[src/rtl/load_extract_unit.sv]
`default_nettype none
// ============================================================================
//  Module   : load_extract_unit
//  Purpose  : Load-side lane extractor. Accepts a byte / halfword / word load
//             request, issues a single aligned word read to data memory,
//             waits for the reply (bounded by TIMEOUT), then selects the
//             addressed little-endian lane and zero- or sign-extends it to
//             32 bits. Misaligned or illegal requests are answered with an
//             error and never reach memory.
//  Ports    : clk, rst_n          - clock (rising edge), async active-low reset
//             req_valid/req_ready - load request handshake
//             req_addr/req_size/req_signed - byte address, size code, extend mode
//             mem_rd_en/mem_addr  - one-cycle aligned read strobe and address
//             mem_rd_valid/mem_rdata - read reply
//             resp_valid/resp_ready - response handshake
//             resp_data/resp_err  - extended result and error flag
//  Config   : LOAD_HALF_EN - when defined, halfword loads are supported;
//             otherwise size 01 is rejected like size 11.
//  Revision : 1.0 - initial release
// ============================================================================
module load_extract_unit #(
    parameter int unsigned TIMEOUT = 15     // 1..255 WAIT cycles before abandon
) (
    input  logic        clk,
    input  logic        rst_n,
    // request side
    input  logic        req_valid,
    output logic        req_ready,
    input  logic [31:0] req_addr,
    input  logic [1:0]  req_size,
    input  logic        req_signed,
    // data-memory read port
    output logic        mem_rd_en,
    output logic [31:0] mem_addr,
    input  logic        mem_rd_valid,
    input  logic [31:0] mem_rdata,
    // response side
    output logic        resp_valid,
    input  logic        resp_ready,
    output logic [31:0] resp_data,
    output logic        resp_err
);

    localparam logic [1:0] SIZE_BYTE = 2'b00;
    localparam logic [1:0] SIZE_HALF = 2'b01;
    localparam logic [1:0] SIZE_WORD = 2'b10;
    localparam logic [7:0] TIMEOUT_CNT = 8'(TIMEOUT);

    typedef enum logic [1:0] {
        IDLE = 2'd0,
        REQ  = 2'd1,
        WAIT = 2'd2,
        RESP = 2'd3
    } state_t;

    state_t      state;
    state_t      state_nxt;

    logic [31:0] addr_q;
    logic [31:0] addr_d;
    logic [1:0]  size_q;
    logic [1:0]  size_d;
    logic        signed_q;
    logic        signed_d;
    logic [7:0]  cnt_q;
    logic [7:0]  cnt_d;
    logic [31:0] data_q;
    logic [31:0] data_d;
    logic        err_q;
    logic        err_d;

    logic        req_legal;
    logic [7:0]  byte_sel;
    logic [31:0] load_ext;
`ifdef LOAD_HALF_EN
    logic [15:0] half_sel;
`endif

    // ------------------------------------------------------------------------
    // Request legality: decided on the live request so a rejected access goes
    // straight to RESP without ever strobing memory.
    // ------------------------------------------------------------------------
    always_comb begin
        req_legal = 1'b0;
        case (req_size)
            SIZE_BYTE: req_legal = 1'b1;
`ifdef LOAD_HALF_EN
            SIZE_HALF: req_legal = ~req_addr[0];
`else
            SIZE_HALF: req_legal = 1'b0;
`endif
            SIZE_WORD: req_legal = (req_addr[1:0] == 2'b00);
            default:   req_legal = 1'b0;
        endcase
    end

    // ------------------------------------------------------------------------
    // Lane selection and extension from the captured request and the live
    // read word; only consumed in WAIT when the reply arrives.
    // ------------------------------------------------------------------------
    always_comb begin
        byte_sel = 8'h00;
        case (addr_q[1:0])
            2'b00:   byte_sel = mem_rdata[7:0];
            2'b01:   byte_sel = mem_rdata[15:8];
            2'b10:   byte_sel = mem_rdata[23:16];
            default: byte_sel = mem_rdata[31:24];
        endcase
    end

`ifdef LOAD_HALF_EN
    always_comb begin
        half_sel = addr_q[1] ? mem_rdata[31:16] : mem_rdata[15:0];
    end
`endif

    always_comb begin
        load_ext = mem_rdata;
        case (size_q)
            SIZE_BYTE: load_ext = {{24{signed_q & byte_sel[7]}}, byte_sel};
`ifdef LOAD_HALF_EN
            SIZE_HALF: load_ext = {{16{signed_q & half_sel[15]}}, half_sel};
`endif
            default:   load_ext = mem_rdata;
        endcase
    end

    // ------------------------------------------------------------------------
    // Next-state and datapath update
    // ------------------------------------------------------------------------
    always_comb begin
        state_nxt = state;
        addr_d    = addr_q;
        size_d    = size_q;
        signed_d  = signed_q;
        cnt_d     = cnt_q;
        data_d    = data_q;
        err_d     = err_q;

        case (state)
            IDLE: begin
                if (req_valid) begin
                    addr_d   = req_addr;
                    size_d   = req_size;
                    signed_d = req_signed;
                    cnt_d    = 8'd0;
                    data_d   = 32'd0;
                    if (req_legal) begin
                        err_d     = 1'b0;
                        state_nxt = REQ;
                    end else begin
                        err_d     = 1'b1;
                        state_nxt = RESP;
                    end
                end
            end
            REQ: begin
                cnt_d     = 8'd0;
                state_nxt = WAIT;
            end
            WAIT: begin
                // A reply in the same cycle the counter expires still wins.
                if (mem_rd_valid) begin
                    data_d    = load_ext;
                    err_d     = 1'b0;
                    state_nxt = RESP;
                end else if (cnt_q == TIMEOUT_CNT) begin
                    data_d    = 32'd0;
                    err_d     = 1'b1;
                    state_nxt = RESP;
                end else begin
                    cnt_d = cnt_q + 8'd1;
                end
            end
            RESP: begin
                if (resp_ready) begin
                    state_nxt = IDLE;
                end
            end
            default: state_nxt = IDLE;
        endcase
    end

    always_ff @(posedge clk or negedge rst_n) begin
        if (!rst_n) begin
            state    <= IDLE;
            addr_q   <= 32'd0;
            size_q   <= 2'b00;
            signed_q <= 1'b0;
            cnt_q    <= 8'd0;
            data_q   <= 32'd0;
            err_q    <= 1'b0;
        end else begin
            state    <= state_nxt;
            addr_q   <= addr_d;
            size_q   <= size_d;
            signed_q <= signed_d;
            cnt_q    <= cnt_d;
            data_q   <= data_d;
            err_q    <= err_d;
        end
    end

    // ------------------------------------------------------------------------
    // Outputs
    // ------------------------------------------------------------------------
    assign req_ready  = (state == IDLE);
    assign mem_rd_en  = (state == REQ);
    assign mem_addr   = {addr_q[31:2], 2'b00};
    assign resp_valid = (state == RESP);
    assign resp_data  = data_q;
    assign resp_err   = err_q;

endmodule
`default_nettype wire

[config.mk]
export PLATFORM = sky130hd
export DESIGN_NAME = load_extract_unit
export DESIGN_NICKNAME = d
export VERILOG_FILES = /design/src/rtl/load_extract_unit.sv
export SDC_FILE = /design/constraint.sdc
export NUM_CORES = 1
export LEC_CHECK = 0
export BUFFER_PORTS_ARGS = -buffer_cell sky130_fd_sc_hd__buf_4
export CORE_MARGIN = 5
export CORE_UTILIZATION = 45
export DETAILED_ROUTE_END_ITERATION = 8
export PLACE_DENSITY_LB_ADDON = 0.08
export SLEW_MARGIN = 20
export SYNTH_ARGS = -nofsm -noshare
export SYNTH_HDL_FRONTEND = slang
export SYNTH_SLANG_ARGS = --single-unit
[constraint.sdc]
create_clock -name clk -period 1.65 [get_ports clk]
set_input_delay 0.165 -clock clk [delete_from_list [all_inputs] [get_ports clk]]
set_output_delay 0.165 -clock clk [all_outputs]
set_load 0.03 [all_outputs]
==> results.yml <==
run_status:
  status: "finished, violations left"
  violations: "setup timing"
routing:
  routed_wl_um: 10000
  wl_per_cell_um: 17.5
  drt_first_pass_iters: 5
  vias: 3071
  drc_errors: 0
  drtIter0Drc: 80
  via_per_inst: 5.37
  ant_nets: 0
worst_setup_path:
  timing.critical_path.to_type: "flop"
  r2r-end: "cnt_q[4]"
  r2r-start: "state[0]"
  critical_path_buf_inv_count: 1
  cp_cell_sequence: "inv_2, ha_4, and2b_2, a211o_1, o31a_1, o21a_1"
  critical-path-max-stage-delay_ps: 380
  worstSetupPathType: "reg -> reg"
  critPathArrivalTime_ps: 1900
  crit_slowest_cell: "dfrtp_1"
  cp.required_ps: 1890
  crit_family: "compound AO/OA/AOI/OAI gates"
  crit_cells: 6
  cp-start-kind: "flop"
  reg2regPathDepth: 6
  rrSetupSlack_ps: -10
  cp_max_fo: 5
cells_and_area:
  area_delta_synth_final_pct: 35.8
  seqCellArea_um2: 1950
  multi_input_area_um2: 1670
  final_cell_area_um2: 5290
  layoutNonFillerInstCount: 572
  n_antenna_cell: 0
  layout.nets: 536
  layout-drive-gt1-share_pct: 53.4
  fillerInstances: 729
pwr:
  power.density_nw_per_um2: 2010
  clkPwrFrac_pct: 12.2
  p_seq_share_pct: 28.9
  ir_drop_mv: 0.958
  switching_share_pct: 43.7
  intPower_mw: 5.99
  power.total_mw: 10.6
  leakagePower_nw: 2.50
  combPwrFrac_pct: 58.9
  power_switching_mw: 4.65
place:
  dp_hpwl_um: 7040
  dp.cells: 547
  place_ws_ps: -111
  place.gp.congestion: 0.827
  io_buffers: 137
  post_dp_cell_area_um2: 4920
grt:
  grt_start_max_net_pins: 45
  grt_pass1_vias: 3048
  antenna_found_initial: 0
  grt_pass1_wl_um: 15300
  grt_usage_pct: 18.8
  globalRouteOverflowTotal: 0
synth:
  synth_cell_types: 51
  ys_seq_area_share_pct: 50.1
  synth_edf_count: 0
  synth-warning-count: 0
  avgSynthCellArea_um2: 11.7
  async_reset_ff_share_pct: 100
  synth_seq_cells: 78
  ys_top_cells_by_area: "dfrtp_1 50%, mux2_2 10%, o2bb2ai_1 6.8%"
  synthCells: 332
  synth.most_common_cell: "dfrtp_1"
  synth_commonest_cells: "78 x dfrtp_1, 40 x a21oi_1, 35 x mux2_2"
  synth_top_area_share_pct: 50.1
  synth_area_um2: 3890
  synth_ff_type: "dfrtp_1"
  synth_top_area_cell: "dfrtp_1"
worst_hold_path:
  hold_depth: 2
  min-delay-start: "req_addr[18]"
  min_to: "addr_q[18]"
  hp-class: "in -> reg"
cts:
  clockBufferDepth: 2
  path_clk_slew_ps: 90
  cts_buffers: 9
  clock-sinks: 78
  cts_tree: "done"
  htreeDepth: 3
  clock_latency_ps: 350
  cts-root-buf: "clkbuf_8"
job:
  max_cap_violations: 0
floorplan:
  start_util_pct: 45.3
  num_io_pins: 140
  core_area_um2: 8590
  die_x_um: 103
  placementRows: 34
  die_h_um: 103
  fp.dieArea_um2: 10600
timing:
  fin_tns_setup_ps: -11.4
  final-hold-violation-count: 0
  finalWorstSetupSlack_ps: -10.9
  slew_viol_final: 0
  setup_viol_count_final: 2
  fin_crit_ps: 1660
  fmax_mhz: 602
  rsz0062_at_grt: "yes"
  fin_worst_skew_ps: 9.44
  fin_crit_sh_pct: 101
==> how the worst max path moves through the flow <==
stage	to	slack [ps]	startpoint
2_1_floorplan	cnt_q[4]	-30	state[0]
5_1_grt	cnt_q[4]	-80	state[1]
3_3_place_gp	cnt_q[7]	-60	state[1]
3_5_place_dp	resp_err	-110	state[0]
4_1_cts	resp_err	-30	state[1]
6_report	cnt_q[4]	-10	state[0]
==> kinds of logic after synthesis <==
logic type	count (synthesis)	share of synthesized area, %
flops	78	50.1
fa+ha+maj	5	1.61
buf+inv	61	10.3
other cells	1	0.0963
simple gates	41	5.88
compound gates	100	18.7
mux	46	13.3
==> cell usage in the layout, fill, tap and decap left out, types with 2 or more instances in the layout <==
cell       synthesis  layout
a211oi_1           6       6
a21oi_1           40      39
a21oi_2            1       2
and3_1             3       2
buf_12             0       4
buf_4             34     163
clkbuf_8           0       9
clkinv_2           0       3
clkinv_4           0       2
conb_1             1       2
dfrtp_1           78      78
ha_1               5       2
ha_4               0       2
inv_1              6       3
inv_2              0       3
mux2_2            35      35
mux2i_1            9       9
nand2_1            9       8
nand2b_1           3       3
nand3_1            5       3
nand3_2            0       2
nand4_1            2       2
nor2_1             7       7
o21a_1             3       3
o21ai_1            0       2
o21bai_4           1       2
o22ai_1            2       2
o2bb2ai_1         30      30
o2bb2ai_2          2       2
o311ai_2           0       2
==> power by group through the flow <==
stage          clock [mW]  sequential, mW  combinational, mW
3_5_place_dp            0            3.12               5.79
4_1_cts              1.34            3.09               5.98
3_3_place_gp            0            3.09               5.72
5_1_grt              1.43            3.19               6.71
6_report             1.30            3.08               6.27
2_1_floorplan           0            3.50               4.00
==> flip-flops by register name (all words and copies together), names as in the netlist <==
register / cells
cnt_q: 8
addr_q: 32
resp_data: 32
signed_q: 1
state: 2
size_q: 2
resp_err: 1
==> routing by layer <==
metal | wire [µm] | global-route usage (%)
met1 | 4250 | 25.4
met2 | 4700 | 29.2
met3 | 938 | 5.07
met4 | 123 | 6.67
met5 | 0 | 0
==> metrics by stage <==
step | hold slack (ps) | utilization [%]
3_5_place_dp | 149 | 57.2
5_1_grt | 15.6 | 61.5
4_1_cts | 23.5 | 60.1
3_3_place_gp | 149 | 57.2
2_1_floorplan | -131 | -
6_report | 40.7 | 61.5
==> final cells by class <==
cell class              instances  share of cell area [%]
multi-input cells             195                    31.5
well taps                     108                    2.56
clock inverters                 7                   0.923
flip-flops and latches         78                    36.9
inverters                       6                   0.426
repair buffers                169                    25.3
clock buffers                   9                    2.34
==> what timing repair did <==
item,in CTS,in global routing
hold buffers,1,0
setup buffers,4,2
resized for setup,10,16
gates cloned,1,1
pin swaps,4,6
endpoints found under the hold margin,34,0
setup endpoints to repair,76,78
(Power assumes the default switching activity.)
